$ cat config.mk
export PLATFORM = sky130hd
export DESIGN_NAME = dca_matrix_lsu_inst_arbiter
export DESIGN_NICKNAME = d
export VERILOG_FILES = /design/src/rtl/dca_matrix_lsu_inst_arbiter.sv
export SDC_FILE = /design/constraint.sdc
export NUM_CORES = 1
export LEC_CHECK = 0
export CORE_MARGIN = 2
export CORE_UTILIZATION = 45
export CTS_BUF_LIST = sky130_fd_sc_hd__clkbuf_4
export DETAILED_ROUTE_END_ITERATION = 12
export MAX_ROUTING_LAYER = met4
export PLACE_DENSITY = 0.8
export REMOVE_ABC_BUFFERS = 1
export SYNTH_ARGS = -nofsm -noshare
export SYNTH_HDL_FRONTEND = slang
export SYNTH_SLANG_ARGS = --single-unit
export TNS_END_PERCENT = 30
$ cat constraint.sdc
create_clock -name clk -period 2.2 [get_ports clk]
set_input_delay 0.44 -clock clk [delete_from_list [all_inputs] [get_ports clk]]
set_output_delay 0.44 -clock clk [all_outputs]
set_load 0.01 [all_outputs]
$ cat src/rtl/dca_matrix_lsu_inst_arbiter.sv
// Two-requester round-robin arbiter in front of the matrix LSU instruction port.
// It routes in-order decode and execute completions back to the issuing requester.
`ifndef BW_DCA_MATRIX_LSU_INST
`define BW_DCA_MATRIX_LSU_INST 32
`endif

module dca_matrix_lsu_inst_arbiter #(
    parameter int BW_INST           = `BW_DCA_MATRIX_LSU_INST,
    parameter int OUTSTANDING_DEPTH = 4
) (
    input  logic               clk,
    input  logic               rstnn,
    input  logic               clear,
    input  logic               r0_inst_wvalid,
    input  logic [BW_INST-1:0] r0_inst_wdata,
    output logic               r0_inst_wready,
    output logic               r0_inst_decode_finish,
    output logic               r0_inst_execute_finish,
    output logic               r0_busy,
    input  logic               r1_inst_wvalid,
    input  logic [BW_INST-1:0] r1_inst_wdata,
    output logic               r1_inst_wready,
    output logic               r1_inst_decode_finish,
    output logic               r1_inst_execute_finish,
    output logic               r1_busy,
    output logic               lsu_inst_wvalid,
    output logic [BW_INST-1:0] lsu_inst_wdata,
    input  logic               lsu_inst_wready,
    input  logic               lsu_inst_decode_finish,
    input  logic               lsu_inst_execute_finish,
    input  logic               lsu_busy,
    output logic               busy,
    output logic               error
);
    localparam int PW = $clog2(OUTSTANDING_DEPTH);
    localparam int CW = PW + 1;

    typedef enum logic [1:0] {IDLE, ISSUE, WAIT_DECODE} state_t;

    state_t             state_q;
    logic               owner_q, last_grant_q;
    logic [BW_INST-1:0] wdata_q;
    logic               tag_mem_q [OUTSTANDING_DEPTH];
    logic [PW-1:0]      wptr_q, rptr_q;
    logic [CW-1:0]      fifo_count_q, fifo_count_d;
    logic [CW-1:0]      cnt0_q, cnt0_d, cnt1_q, cnt1_d;
    logic               dec0_q, dec1_q, exe0_q, exe1_q, busy0_q, busy1_q, error_q;

    logic grant0, grant1, accept_ok, push, pop, head;

    // last_grant_q names the requester granted most recently; ties go to the other one.
    assign grant0    = r0_inst_wvalid & (~r1_inst_wvalid | last_grant_q);
    assign grant1    = r1_inst_wvalid & (~r0_inst_wvalid | ~last_grant_q);
    assign accept_ok = (state_q == IDLE) & (fifo_count_q < CW'(OUTSTANDING_DEPTH)) & ~clear;

    assign r0_inst_wready = accept_ok & grant0;
    assign r1_inst_wready = accept_ok & grant1;

    assign push = (state_q == ISSUE) & lsu_inst_wready;
    assign pop  = lsu_inst_execute_finish & (fifo_count_q != '0);
    assign head = tag_mem_q[rptr_q];

    always_comb begin
        cnt0_d       = cnt0_q;
        cnt1_d       = cnt1_q;
        fifo_count_d = fifo_count_q;
        if (r0_inst_wready) cnt0_d = cnt0_d + CW'(1);
        if (r1_inst_wready) cnt1_d = cnt1_d + CW'(1);
        if (pop && !head)   cnt0_d = cnt0_d - CW'(1);
        if (pop && head)    cnt1_d = cnt1_d - CW'(1);
        if (push)           fifo_count_d = fifo_count_d + CW'(1);
        if (pop)            fifo_count_d = fifo_count_d - CW'(1);
    end

    always_ff @(posedge clk or negedge rstnn) begin
        if (!rstnn) begin
            state_q      <= IDLE;
            owner_q      <= 1'b0;
            last_grant_q <= 1'b1;
            wdata_q      <= '0;
            for (int i = 0; i < OUTSTANDING_DEPTH; i++) tag_mem_q[i] <= 1'b0;
            wptr_q       <= '0;
            rptr_q       <= '0;
            fifo_count_q <= '0;
            cnt0_q       <= '0;
            cnt1_q       <= '0;
            dec0_q       <= 1'b0;
            dec1_q       <= 1'b0;
            exe0_q       <= 1'b0;
            exe1_q       <= 1'b0;
            busy0_q      <= 1'b0;
            busy1_q      <= 1'b0;
            error_q      <= 1'b0;
        end else if (clear) begin
            state_q      <= IDLE;
            last_grant_q <= 1'b1;
            wptr_q       <= '0;
            rptr_q       <= '0;
            fifo_count_q <= '0;
            cnt0_q       <= '0;
            cnt1_q       <= '0;
            dec0_q       <= 1'b0;
            dec1_q       <= 1'b0;
            exe0_q       <= 1'b0;
            exe1_q       <= 1'b0;
            busy0_q      <= 1'b0;
            busy1_q      <= 1'b0;
            error_q      <= 1'b0;
        end else begin
            unique case (state_q)
                IDLE: begin
                    if (r0_inst_wready || r1_inst_wready) begin
                        wdata_q      <= r1_inst_wready ? r1_inst_wdata : r0_inst_wdata;
                        owner_q      <= r1_inst_wready;
                        last_grant_q <= r1_inst_wready;
                        state_q      <= ISSUE;
                    end
                end
                ISSUE:       if (lsu_inst_wready) state_q <= WAIT_DECODE;
                WAIT_DECODE: if (lsu_inst_decode_finish) state_q <= IDLE;
                default:     state_q <= IDLE;
            endcase

            dec0_q <= lsu_inst_decode_finish & (state_q == WAIT_DECODE) & ~owner_q;
            dec1_q <= lsu_inst_decode_finish & (state_q == WAIT_DECODE) & owner_q;

            if (push) begin
                tag_mem_q[wptr_q] <= owner_q;
                wptr_q            <= wptr_q + PW'(1);
            end
            if (pop) rptr_q <= rptr_q + PW'(1);

            exe0_q       <= pop & ~head;
            exe1_q       <= pop & head;
            fifo_count_q <= fifo_count_d;
            cnt0_q       <= cnt0_d;
            cnt1_q       <= cnt1_d;
            // Busy tracks the next count so it rises with the accept and falls with the pop.
            busy0_q      <= (cnt0_d != '0);
            busy1_q      <= (cnt1_d != '0);

            if ((lsu_inst_decode_finish && state_q != WAIT_DECODE) ||
                (lsu_inst_execute_finish && fifo_count_q == '0)) begin
                error_q <= 1'b1;
            end
        end
    end

    assign r0_inst_decode_finish  = dec0_q;
    assign r1_inst_decode_finish  = dec1_q;
    assign r0_inst_execute_finish = exe0_q;
    assign r1_inst_execute_finish = exe1_q;
    assign r0_busy                = busy0_q;
    assign r1_busy                = busy1_q;
    assign lsu_inst_wvalid        = (state_q == ISSUE);
    assign lsu_inst_wdata         = wdata_q;
    assign busy                   = lsu_busy | (state_q != IDLE) | (fifo_count_q != '0);
    assign error                  = error_q;

endmodule

==> impl_metrics.yaml <==
global_route:
  grt_usage_pct: 22.9
  grt_pass1_vias: 2808
  grt_max_degree: 61
  antenna_found_initial: 0
  grt-ovfl-total: 0
  grt_pass1_wl_um: 12700
finish:
  final_area_um2: 4470
  diodes: 0
  final_common_cell: "clkdlybuf4s50_1"
  fin_util_pct: 70.3
  num-nets-final: 529
  final_cell_mix: "110 x clkdlybuf4s50_1, 81 x nand2_1, 58 x dfrtp_1"
  drive_gt1_share_pct: 12.9
  area_growth_pct: 51.3
route:
  drtAntennaViolNets: 0
  vias_per_cell: 5.05
  vias: 2663
  wl_per_cell_um: 14.2
  first_iter_violations: 113
  drc: 0
  drt_first_pass_iters: 7
  drt_wl_total_um: 7480
timing:
  setup_violations: 0
  slew_headroom_pct: 78.7
  finalCritPeriodShare_pct: 95.8
  fmax_mhz: 474
  tightest_slew_ns: 0.320
  period_needed_ns: 2.11
  holdWs_ns: 0.0568
  hold_violations: 0
  rsz0062_at_grt: "true"
  setup_slack_ns: 0.0919
  finClkSkew_ns: 0.0155
  drv_slew: 0
clock_network:
  clock-sinks: 60
  cts_buffers: 9
  htree_levels: 3
  clk-insertion-delay-late_ns: 0.38
  hold_buffers: 0
  cts_tree: "done"
  cts.clk_slew.worst_paths_ns: 0.10
  root_buffer: "clkbuf_4"
  cts.path.max_buffers: 2
logic_synthesis:
  synth_cells: 314
  synth_cell_types: 39
  avgSynthCellArea_um2: 9.40
  synth-seq-cells: 60
  syn-cell-area_um2: 2950
  yosysWarningCount: 0
  yosysSeqAreaShare_pct: 50.9
placement:
  place_area_um2: 4290
  dpl.hpwl_um: 5580
  gp_congestion: 0.773
  portBuffers: 115
  post-place-ws_ns: -0.472
power_and_ir_drop:
  peakVddDrop_mv: 0.681
  power_mw: 4.86
  p_per_area_nw_per_um2: 1090
  leakage_nw: 1.97
status:
  status: "finished, final reports clean"
critical_path:
  worst_path_max_delay_cell: "dfrtp_2"
  path_cells: "nor4_4 -> buf_4 -> buf_4 -> nand3_2 -> buf_4 -> xnor2_2 -> inv_1 -> ha_4 -> nand2_1 -> xor2_2 -> o22ai_1"
  crit_start: "state_q[0]"
  reg2reg_from: "state_q[0]"
  cp.arrival_ns: 2.36
  path_buf_inv: 4
  critical_path.most_common_cell: "buf_4"
  max_stage_delay_ns: 0.46
  path_depth: 11
  reg2reg_depth: 11
  cp_top_family: "buffers and inverters"
  crit_type: "reg2reg"
  required_ns: 2.46
  critPathCaptureType: "flip-flop"
  critPathLaunchType: "flip-flop"
  path_max_fanout: 4
min_path:
  holdCritPathClass: "in2async"
floorplanning:
  placementRows: 29
  ios: 116
  core-area_um2: 6350
  die_w_um: 85.0
  start_util_pct: 46.5
  die_h_um: 85.0
  die_area_um2: 7220
job:
  cap_violations: 0
==> state kept, by name, indices dropped and copies added (netlist names), 2 cells and up <==
register        flops
lsu_inst_wdata     32
state_q             2
cnt0_q              3
tag_mem_q           4
cnt1_q              3
wptr_q              2
rptr_q              2
fifo_count_q        3
==> cell usage after synthesis (all sizes together) <==
library cell / n / area (um2)
dfstp: 1 / 26.3
a21oi: 2 / 10.0
dfrtp: 59 / 1480
nand3: 5 / 42.5
a31o: 1 / 8.76
xor2: 4 / 35.0
inv: 8 / 30.0
clkbuf: 7 / 26.3
nand4: 2 / 12.5
or4: 1 / 7.51
nor4b: 1 / 8.76
xnor2: 11 / 119
nor3b: 2 / 26.3
and4b: 1 / 10.0
nor2: 47 / 176
clkinv: 1 / 5.00
mux2: 5 / 56.3
mux2i: 3 / 30.0
o22ai: 2 / 12.5
and2: 1 / 6.26
a211o: 1 / 8.76
a211oi: 2 / 15.0
o21a: 1 / 7.51
and3: 1 / 6.26
nand2b: 2 / 12.5
nand2: 81 / 304
nor3: 1 / 5.00
nor4: 1 / 21.3
nor2b: 3 / 18.8
o21ai: 1 / 5.00
buf: 11 / 55.1
ha: 11 / 138
mux4: 1 / 22.5
a31oi: 33 / 206
==> stage by stage <==
| step | instances | setup TNS [ns] |
|---|---|---|
| 2_1_floorplan | 296 | -5.76 |
| 3_3_place_gp | 507 | -5.39 |
| 3_5_place_dp | 507 | -6.13 |
| 4_1_cts | 526 | -0.0150 |
| 5_1_grt | 527 | -0.0426 |
| 6_report | 527 | 0 |
==> area by class of cell <==
cell class,instances,area (um2)
fill,514,1880
sequential,60,1500
multi-input combinational,227,1390
timing repair buffer,138,1340
tap,77,96.3
clock buffer,11,82.6
inverter,9,35.0
clock inverter,5,20.0
==> layer usage <==
metal / vias to the layer above / global-route usage, % / wire length [um]
met1: 1244 / 27.2 / 3150
met4: 0 / 7.22 / 98
li1: 1310 / - / -
met5: - / - / 0
met2: 100 / 37.0 / 3640
met3: 9 / 7.49 / 592
==> cells by family after synthesis <==
family / count (synthesis) / share of synthesized area, %
simple gates: 149 / 22.3
buf+inv: 27 / 3.94
compound gates: 43 / 9.28
flops: 60 / 50.9
mux: 9 / 3.69
fa+ha+maj: 11 / 4.66
xor+xnor: 15 / 5.21
==> report_power, final <==
| group | switching, mW | internal (mW) |
|---|---|---|
| Clock | 0.373 | 0.242 |
| Combinational | 1.10 | 1.36 |
| Sequential | 0.269 | 1.52 |
| Total | 1.74 | 3.12 |
==> final timing paths <==
path,to,slack (ns)
max,r0_busy,0.09
min,wptr_q[0],0.06
max reg2reg,r0_busy,0.09
min reg2reg,tag_mem_q[1],0.50
max in group asynchronous,last_grant_q,1.84
min in group clk,tag_mem_q[1],0.50
==> what timing repair did <==
item	4_1_cts	5_1_grt
setup buffers	3	1
pin swaps	1	2
endpoints found under the setup margin	8	8
gates cloned	0	0
gates resized for setup	8	12
Note: power is estimated with default switching activity, not from simulation.
